### src/rtl/vm_pkg.sv
`default_nettype none
// ============================================================================
//  Package     : vm_pkg
//  Description : Constants and types shared by the vending-machine front end
//                and vending_machine: coin encodings, coin values, credit
//                ceiling and the accumulator state enum.
//  Revision    : 1.0 - initial release
// ============================================================================
package vm_pkg;

  // Coin-type encodings as produced by the coin acceptor
  localparam logic [1:0] COIN_NONE = 2'b00;
  localparam logic [1:0] COIN_ONE  = 2'b01;
  localparam logic [1:0] COIN_TWO  = 2'b10;
  localparam logic [1:0] COIN_FIVE = 2'b11;

  // Credit units contributed by each coin
  localparam int VAL_ONE  = 1;
  localparam int VAL_TWO  = 2;
  localparam int VAL_FIVE = 5;

  // Highest credit the accumulator may hold
  localparam int CREDIT_MAX = 15;

  typedef enum logic [1:0] {
    ST_IDLE    = 2'd0,
    ST_COLLECT = 2'd1,
    ST_ISSUE   = 2'd2,
    ST_REFUND  = 2'd3
  } state_t;

endpackage : vm_pkg
`default_nettype wire

### src/rtl/coin_decoder.sv
`default_nettype none
// ============================================================================
//  Module      : coin_decoder
//  Description : Combinational coin-type decoder. Returns the credit value of
//                a coin and flags the invalid encoding (value 0).
//  Revision    : 1.0 - initial release
// ============================================================================
module coin_decoder
  import vm_pkg::*;
#(
  parameter int VAL_W = 4
) (
  input  logic [1:0]       i_coin_type,
  output logic [VAL_W-1:0] o_value,
  output logic             o_invalid
);

  // Map each coin encoding to its unit value; unknown codes are invalid
  always_comb begin
    o_value   = '0;
    o_invalid = 1'b0;
    case (i_coin_type)
      COIN_ONE:  o_value = VAL_W'(VAL_ONE);
      COIN_TWO:  o_value = VAL_W'(VAL_TWO);
      COIN_FIVE: o_value = VAL_W'(VAL_FIVE);
      default:   o_invalid = 1'b1;
    endcase
  end

endmodule : coin_decoder
`default_nettype wire

### src/rtl/coin_credit_accumulator.sv
`default_nettype none
// ============================================================================
//  Module      : coin_credit_accumulator
//  Description : Vending front end. Accumulates coin credit (saturating, no
//                wrap), latches the item button and presents a held order
//                window to vending_machine; handles cancel/refund.
//                Optional idle auto-refund enabled by defining IDLE_TIMEOUT_EN.
//  Revision    : 1.0 - initial release
// ============================================================================
module coin_credit_accumulator
  import vm_pkg::*;
#(
  parameter int CREDIT_W       = 4,
  parameter int ISSUE_CYCLES   = 2,
  parameter int TIMEOUT_CYCLES = 1000,
  parameter int TIMEOUT_W      = 10
) (
  input  logic                clk,
  input  logic                reset,
  input  logic                coin_valid,
  input  logic [1:0]          coin_type,
  input  logic                btn_valid,
  input  logic [1:0]          btn_item,
  input  logic                btn_cancel,
  output logic [1:0]          item_select,
  output logic [CREDIT_W-1:0] money_inserted,
  output logic                order_valid,
  output logic                coin_reject,
  output logic                refund_valid,
  output logic [CREDIT_W-1:0] refund_amount,
  output logic [CREDIT_W-1:0] credit,
  output logic                busy
);

`ifdef IDLE_TIMEOUT_EN
  localparam bit TIMEOUT_ON = 1'b1;
`else
  localparam bit TIMEOUT_ON = 1'b0;
`endif

  localparam int ISSUE_W = (ISSUE_CYCLES > 1) ? $clog2(ISSUE_CYCLES) : 1;

  state_t                r_state;
  logic [CREDIT_W-1:0]   r_credit;
  logic [CREDIT_W-1:0]   r_money;
  logic [1:0]            r_item;
  logic                  r_order_valid;
  logic                  r_coin_reject;
  logic                  r_refund_valid;
  logic [CREDIT_W-1:0]   r_refund_amount;
  logic                  r_busy;
  logic [ISSUE_W-1:0]    r_issue_cnt;
  logic [TIMEOUT_W-1:0]  r_to_cnt;

  logic [CREDIT_W-1:0]   w_coin_val;
  logic                  w_coin_invalid;
  logic [CREDIT_W:0]     w_sum;
  logic                  w_coin_ok;
  logic                  w_coin_bad;
  logic                  w_timeout;

  coin_decoder #(
    .VAL_W (CREDIT_W)
  ) u_coin_decoder (
    .i_coin_type (coin_type),
    .o_value     (w_coin_val),
    .o_invalid   (w_coin_invalid)
  );

  // One bit wider than the credit so an overflowing coin is detected, not wrapped
  assign w_sum      = {1'b0, r_credit} + {1'b0, w_coin_val};
  assign w_coin_ok  = coin_valid && !w_coin_invalid && (w_sum <= (CREDIT_W+1)'(CREDIT_MAX));
  assign w_coin_bad = coin_valid && !w_coin_ok;
  // Constant-false when the timeout is not built in, so the counter is pruned
  assign w_timeout  = TIMEOUT_ON && (r_to_cnt == TIMEOUT_W'(TIMEOUT_CYCLES - 1));

  // Control FSM with all outputs registered; pulses default low every cycle
  always_ff @(posedge clk) begin
    if (reset) begin
      r_state         <= ST_IDLE;
      r_credit        <= '0;
      r_money         <= '0;
      r_item          <= '0;
      r_order_valid   <= 1'b0;
      r_coin_reject   <= 1'b0;
      r_refund_valid  <= 1'b0;
      r_refund_amount <= '0;
      r_busy          <= 1'b0;
      r_issue_cnt     <= '0;
      r_to_cnt        <= '0;
    end else begin
      r_coin_reject   <= 1'b0;
      r_refund_valid  <= 1'b0;
      r_refund_amount <= '0;
      case (r_state)
        ST_IDLE: begin
          // Button and cancel mean nothing without credit
          if (w_coin_ok) begin
            r_credit <= w_sum[CREDIT_W-1:0];
            r_to_cnt <= '0;
            r_state  <= ST_COLLECT;
          end
          r_coin_reject <= w_coin_bad;
        end
        ST_COLLECT: begin
          if (btn_cancel) begin
            // Cancel wins over everything; a coin offered with it is returned
            r_state         <= ST_REFUND;
            r_refund_valid  <= 1'b1;
            r_refund_amount <= r_credit;
            r_busy          <= 1'b1;
            r_coin_reject   <= coin_valid;
            r_to_cnt        <= '0;
          end else begin
            if (w_coin_ok) begin
              r_credit <= w_sum[CREDIT_W-1:0];
            end
            r_coin_reject <= w_coin_bad;
            if (btn_valid) begin
              // Order carries the credit including a coin accepted this cycle
              r_state       <= ST_ISSUE;
              r_money       <= w_coin_ok ? w_sum[CREDIT_W-1:0] : r_credit;
              r_item        <= btn_item;
              r_order_valid <= 1'b1;
              r_busy        <= 1'b1;
              r_issue_cnt   <= '0;
              r_to_cnt      <= '0;
            end else if (w_coin_ok) begin
              r_to_cnt <= '0;
            end else if (w_timeout) begin
              r_state         <= ST_REFUND;
              r_refund_valid  <= 1'b1;
              r_refund_amount <= r_credit;
              r_busy          <= 1'b1;
              r_to_cnt        <= '0;
            end else if (TIMEOUT_ON) begin
              r_to_cnt <= r_to_cnt + TIMEOUT_W'(1);
            end
          end
        end
        ST_ISSUE: begin
          r_coin_reject <= coin_valid;
          if (r_issue_cnt == ISSUE_W'(ISSUE_CYCLES - 1)) begin
            // Window closes; item_select keeps the last item on purpose
            r_state       <= ST_IDLE;
            r_credit      <= '0;
            r_money       <= '0;
            r_order_valid <= 1'b0;
            r_busy        <= 1'b0;
          end else begin
            r_issue_cnt <= r_issue_cnt + ISSUE_W'(1);
          end
        end
        default: begin
          // Refund pulse has been shown for one cycle; credit is now returned
          r_coin_reject <= coin_valid;
          r_state       <= ST_IDLE;
          r_credit      <= '0;
          r_busy        <= 1'b0;
        end
      endcase
    end
  end

  assign item_select    = r_item;
  assign money_inserted = r_money;
  assign order_valid    = r_order_valid;
  assign coin_reject    = r_coin_reject;
  assign refund_valid   = r_refund_valid;
  assign refund_amount  = r_refund_amount;
  assign credit         = r_credit;
  assign busy           = r_busy;

endmodule : coin_credit_accumulator
`default_nettype wire

### config.mk
export PLATFORM = sky130hd
export DESIGN_NAME = coin_credit_accumulator
export DESIGN_NICKNAME = d
export VERILOG_FILES = /design/src/rtl/vm_pkg.sv /design/src/rtl/coin_decoder.sv /design/src/rtl/coin_credit_accumulator.sv
export SDC_FILE = /design/constraint.sdc
export NUM_CORES = 1
export LEC_CHECK = 0
export BUFFER_PORTS_ARGS = -buffer_cell sky130_fd_sc_hd__buf_2
export CAP_MARGIN = 5
export CORE_UTILIZATION = 24
export DETAILED_ROUTE_END_ITERATION = 8
export GPL_ROUTABILITY_DRIVEN = 0
export GPL_TIMING_DRIVEN = 0
export HOLD_SLACK_MARGIN = 0.15
export PLACE_DENSITY_LB_ADDON = 0.12
export SKIP_LAST_GASP = 1
export SLEW_MARGIN = 10
export SYNTH_ARGS = -nofsm -noshare
export SYNTH_HDL_FRONTEND = slang
export SYNTH_SLANG_ARGS = --single-unit
### constraint.sdc
create_clock -name clk -period 2.5 [get_ports clk]
set_input_delay 0.25 -clock clk [delete_from_list [all_inputs] [get_ports clk]]
set_output_delay 0.25 -clock clk [all_outputs]
set_load 0.01 [all_outputs]
==> results of run 1 <==
## tightest hold or removal path, stage by stage
cell     delay [ns]
buf_2          0.09
nand2_1        0.04
a21oi_1        0.05
## per-layer routing
metal | vias up | global-route usage, %
met1 | 428 | 15.4
met5 | - | 0
met2 | 17 | 20.8
li1 | 451 | -
met4 | 0 | 2.39
met3 | 2 | 4.11
## cells in the final DEF, fill, tap and decap left out, types with 3 or more instances in the layout
| master | instances |
|---|---|
| dfxtp_1 | 21 |
| buf_2 | 26 |
| ha_1 | 3 |
| and2_1 | 5 |
| o21ai_0 | 5 |
| nand2b_1 | 3 |
| nor2_1 | 5 |
| o2bb2ai_1 | 3 |
| a21oi_1 | 10 |
| nand2_1 | 9 |
| inv_1 | 8 |
| clkbuf_8 | 3 |
| o211ai_1 | 3 |
## cells by family (layout without fill, tap and decap cells)
| logic type | count (synthesis) | after routing | synth area share [%] |
|---|---|---|---|
| buffers and inverters | 10 | 40 | 4.50 |
| AO/OA/AOI/OAI | 34 | 34 | 23.4 |
| AND/OR/NAND/NOR | 38 | 38 | 23.5 |
| adder cells (fa/ha/maj) | 4 | 4 | 5.75 |
| XOR/XNOR | 1 | 1 | 0.875 |
| flip-flops | 21 | 21 | 42.0 |
## sequential cells by signal, indices dropped and copies added (netlist names)
| signal | flops |
|---|---|
| credit | 4 |
| order_valid | 1 |
| r_issue_cnt | 1 |
| busy | 1 |
| item_select | 2 |
| r_state | 2 |
| money_inserted | 4 |
| refund_amount | 4 |
| refund_valid | 1 |
| coin_reject | 1 |
## power groups by stage
| stage | Sequential (mW) | Combinational (mW) | Clock [mW] |
|---|---|---|---|
| CTS | 0.364 | 0.120 | 0.238 |
| detailed placement | 0.372 | 0.119 | 0 |
| floorplan | 0.374 | 0.0737 | 0 |
| global placement | 0.371 | 0.119 | 0 |
| global route | 0.367 | 0.132 | 0.250 |
| finish | 0.364 | 0.119 | 0.226 |
## worst max path at each step
stage / start / end / slack [ns] / cells past startpoint
global route: credit[0] / money_inserted[1] / 0.39 / 7
CTS: credit[0] / money_inserted[1] / 0.53 / 7
global placement: credit[0] / money_inserted[1] / 0.54 / 7
finish: credit[0] / money_inserted[1] / 0.53 / 7
floorplan: credit[0] / money_inserted[1] / 0.65 / 7
detailed placement: credit[0] / money_inserted[1] / 0.55 / 7
## cell type report
type | count | share of cell area, %
multi-input cells | 77 | 43.2
flip-flops and latches | 21 | 33.9
repair buffers | 26 | 10.5
well taps | 50 | 5.05
clock buffers | 3 | 3.33
inverters | 8 | 2.42
plain buffers | 2 | 1.21
clock inverters | 1 | 0.404
==> impl_metrics.toml, run 1 <==
[power_and_ir_drop]
clkPwrFrac_pct = 31.9
switching_power_uw = 197
combPwrFrac_pct = 16.8
p_per_area_mw_per_mm2 = 572
p_seq_share_pct = 51.3
internal_power_uw = 511
max-vdd-ir-drop_v = 0.000383
p_leak_nw = 0.525
power_uw = 709
swShare_pct = 27.8

[final_layout]
nFillCells = 450
final_area_sq_mm = 0.00124
n_antenna_cell = 0
nNetsFinal = 152
areaGrowthSynthToFinish_pct = 23.9
utilization_pct = 31.0
drive_gt1_share_pct = 25.4
seq_area_sq_um = 420
stdcell_count = 188
multi_input_area_sq_um = 536

[timing]
fmax_ghz = 0.507
finClkSkew_ns = 0.00111
fin_setup_tns_ns = 0
maxSlewViolCount = 0
setup_viol = 0
slew_headroom_pct = 70.1
fin_crit_sh_pct = 78.9
setup_slack_ns = 0.528
worstMarginPinSlew_ns = 0.448
timing.hold.ws_ns = 0.219
fin_crit_ns = 1.97
hold_viol_final = 0
rsz0062_at_grt = "no"

[placement]
dp_cells = 184
port_buffers = 26
place_area_sq_mm = 0.00119
place_ws_ns = 0.547
dp_hpwl_um = 1900

[drt]
ant_nets = 0
drt_first_pass_iters = 4
met3_length_um = 104
drt_wl_total_um = 2490
routed_via_density = 4.78
route.detailed.drc = 0
vias = 898
top_layer = "met4"
wl_per_cell_um = 13.2
met1_length_um = 1190
drtIter0Drc = 29
met2WireLength_um = 1180

[run]
cap_violations = 0

[min_path]
whs_path_depth = 3
holdPathEnd = "item_select[0]"
min_path_type = "primary input to flip-flop"
hp-start = "btn_item[0]"

[logic_synthesis]
synthTopCellsByArea = "dfxtp_1 (42%), a21oi_1 (5.0%), ha_1 (3.8%), nand2_1 (3.4%), and2_1 (3.1%)"
ys_seq_area_share_pct = 42.0
syn_nets = 121
synthFlopType = "dfxtp_1"
synth_top_area_share_pct = 42.0
syn_inst = 108
ys_warn_count = 0
post_synth.cell_area_avg_sq_um = 9.27
synth_area_sq_mm = 0.00100
synth_edf_count = 0
synthTopCellsByCount = "dfxtp_1 (21), a21oi_1 (10), nand2_1 (9)"
synthDistinctLibCells = 37
synthArstFlopShare_pct = 0
synth_area_leader_cell = "dfxtp_1"
synthMostInstantiatedCell = "dfxtp_1"
synth_seq_cells = 21

[clock_tree]
cts_buffers = 3
clk_path_buf_depth = 2
clock-sinks = 21
cts_root_buf = "clkbuf_8"
post_cts_buffers = 0
cts.clk_slew.worst_paths_ns = 0.08
ctsHoldBuffers = 0
cts.repair.resized = 0
htreeDepth = 1
clk-insertion-delay-late_ns = 0.26
cts_tree = "yes"

[run_status]
status = "completed"

[setup_path]
rrSetupSlack_ns = 0.53
path_cells = "ha_1 -> inv_1 -> fa_1 -> nor2b_1 -> o21ai_2 -> a21o_1 -> a32o_1"
critPathLaunchType = "flip-flop"
cp_top_family = "adder cells"
timing.rr.start = "credit[0]"
setup.worst_path.class = "flip-flop to flip-flop"
worstPathRequired_ns = 2.66
cp_data_arrival_time_ns = 2.13
r2r-end = "money_inserted[1]"
critPathMaxStageDelay_ns = 0.41
crit_buf_inv = 1
endpoint_kind = "flip-flop"
slowest_stage = "fa_1"
ff2ff_path_depth = 7
crit_fanout = 7

[global_route]
grt_pass1_vias = 849
antenna_found_initial = 0
grt_pass1_wl_um = 4080
grt_max_degree = 13
grt_remaining_overflow = 0
grtUsageTotal_pct = 12.4

[floorplanning]
dieWidth_um = 66.6
die_area_sq_mm = 0.00443
initial_core_util_pct = 25.0
die_h_um = 66.6
ioPinCount = 27
core-area_sq_mm = 0.00400
row_count = 23
Power figures use the tool's default switching activity.
==> run 2: changes to the inputs <==
==> constraint.sdc (replaced) <==
create_clock -name clk -period 1.8 [get_ports clk]
set_input_delay 0.18 -clock clk [delete_from_list [all_inputs] [get_ports clk]]
set_output_delay 0.18 -clock clk [all_outputs]
set_load 0.01 [all_outputs]
==> impl_metrics.toml, run 2 (synthesis gave the netlist of run 1 again) <==
[power_and_ir_drop]
swShare_pct = 27.6
power_uw = 997
combPwrFrac_pct = 18.1
clkPwrFrac_pct = 31.0
internal_power_uw = 722
p_seq_share_pct = 50.9
p_leak_nw = 0.549
switching_power_uw = 275
max-vdd-ir-drop_v = 0.000328
p_per_area_mw_per_mm2 = 759

[timing]
timing.hold.ws_ns = 0.155
fin_crit_ns = 1.76
rsz0062_at_grt = "yes"
maxSlewViolCount = 0
fin_crit_sh_pct = 97.8
hold_viol_final = 0
fmax_ghz = 0.568
worstMarginPinSlew_ns = 0.462
slew_headroom_pct = 69.2
setup_viol = 0
finClkSkew_ns = 0.00533

[floorplanning]
die_area_sq_mm = 0.00443
ioPinCount = 27
die_h_um = 66.6
row_count = 23
core-area_sq_mm = 0.00400
initial_core_util_pct = 25.0
dieWidth_um = 66.6

[setup_path]
crit_buf_inv = 1
critPathMaxStageDelay_ns = 0.42
cp_data_arrival_time_ns = 1.92
path_cells = "ha_4 -> inv_1 -> fa_2 -> nor2b_4 -> o21ai_4 -> a21o_1 -> a32o_1"
worstPathRequired_ns = 1.96
endpoint_kind = "flip-flop"
setup.worst_path.class = "flip-flop to flip-flop"
slowest_stage = "fa_2"
crit_fanout = 7
critPathLaunchType = "flip-flop"
cp_top_family = "adder cells"

[run_status]
status = "completed"

[drt]
ant_nets = 0
drtIter0Drc = 22
routed_via_density = 4.63
route.detailed.drc = 0
drt_first_pass_iters = 4
vias = 888
drt_wl_total_um = 2540
wl_per_cell_um = 13.2

[final_layout]
final_cell_mix = "buf_2 (26), dfxtp_1 (19), a21oi_1 (9), nand2_1 (9), inv_1 (8)"
drive_gt1_share_pct = 32.4
final_common_cell = "buf_2"
nNetsFinal = 156
n_antenna_cell = 0
stdcell_count = 192
areaGrowthSynthToFinish_pct = 31.3

[placement]
dp_hpwl_um = 1910
port_buffers = 26
dp_cells = 184

[clock_tree]
cts.clk_slew.worst_paths_ns = 0.08
clk-insertion-delay-late_ns = 0.26
htreeDepth = 1
clk_path_buf_depth = 2
cts_root_buf = "clkbuf_8"
cts_tree = "yes"
clock-sinks = 21
cts_buffers = 3

[global_route]
grtUsageTotal_pct = 12.7
grt_pass1_vias = 853
grt_pass1_wl_um = 4140
grt_remaining_overflow = 0
antenna_found_initial = 0
grt_max_degree = 13

[run]
cap_violations = 0

[min_path]
min_path_type = "primary input to flip-flop"
[run 2: cell type report]
cell class / count / area (sq um)
sequential: 21 / 425
tap: 50 / 62.6
clock buffer: 3 / 41.3
buffer: 2 / 15.0
fill: 420 / 2690
timing repair buffer: 30 / 160
clock inverter: 1 / 5.00
inverter: 8 / 30.0
multi-input combinational: 77 / 574
[run 2: per-layer routing]
layer  GRT usage, %  vias to the layer above  share of wire [%]
met5              0                        -                  0
met4           2.39                        0               0.43
met3           4.62                        2                5.3
met2           21.3                       18                 48
met1           15.6                      411                 46
li1               -                      457                  -
[run 2: worst min-delay path, stage by stage]
cell and delay, ns:
buf_2 0.09, nand2_1 0.04, a21oi_1 0.05
[run 2: final timing paths]
path | endpoint | slack, ns | startpoint | cells past startpoint
worst max-delay path | money_inserted[1] | 0.04 | credit[0] | 7
worst max register to register | money_inserted[1] | 0.04 | credit[0] | 7
worst min-delay path | item_select[0] | 0.16 | btn_item[0] | 3
worst min register to register | item_select[1] | 0.46 | item_select[1] | 2
[run 2: power groups by stage]
stage / sequential [mW] / combinational (mW) / clock (mW)
6_report: 0.507 / 0.181 / 0.309
3_3_place_gp: 0.517 / 0.166 / 0
2_1_floorplan: 0.520 / 0.102 / 0
3_5_place_dp: 0.517 / 0.167 / 0
4_1_cts: 0.507 / 0.169 / 0.320
5_1_grt: 0.511 / 0.201 / 0.343
[run 2: repair_timing]
action | in CTS | in global routing
endpoints found under the setup margin | 7 | 9
pin swaps | 0 | 4
resized for setup | 3 | 7
hold buffers | 0 | 0
setup buffers | 0 | 4
[run 2: stage by stage]
| stage | instance area [sq um] | TNS [ns] | utilization (%) | setup WS [ns] |
|---|---|---|---|---|
| after floorplan | 1000 | 0 | - | 0.0147 |
| after global placement | 1190 | -0.114 | 29.9 | -0.0981 |
| after detailed placement | 1190 | -0.240 | 29.9 | -0.123 |
| after CTS | 1250 | 0 | 31.2 | 0.00184 |
| after global routing | 1310 | -0.0498 | 32.8 | -0.0346 |
| final | 1310 | 0 | 32.8 | 0.0395 |
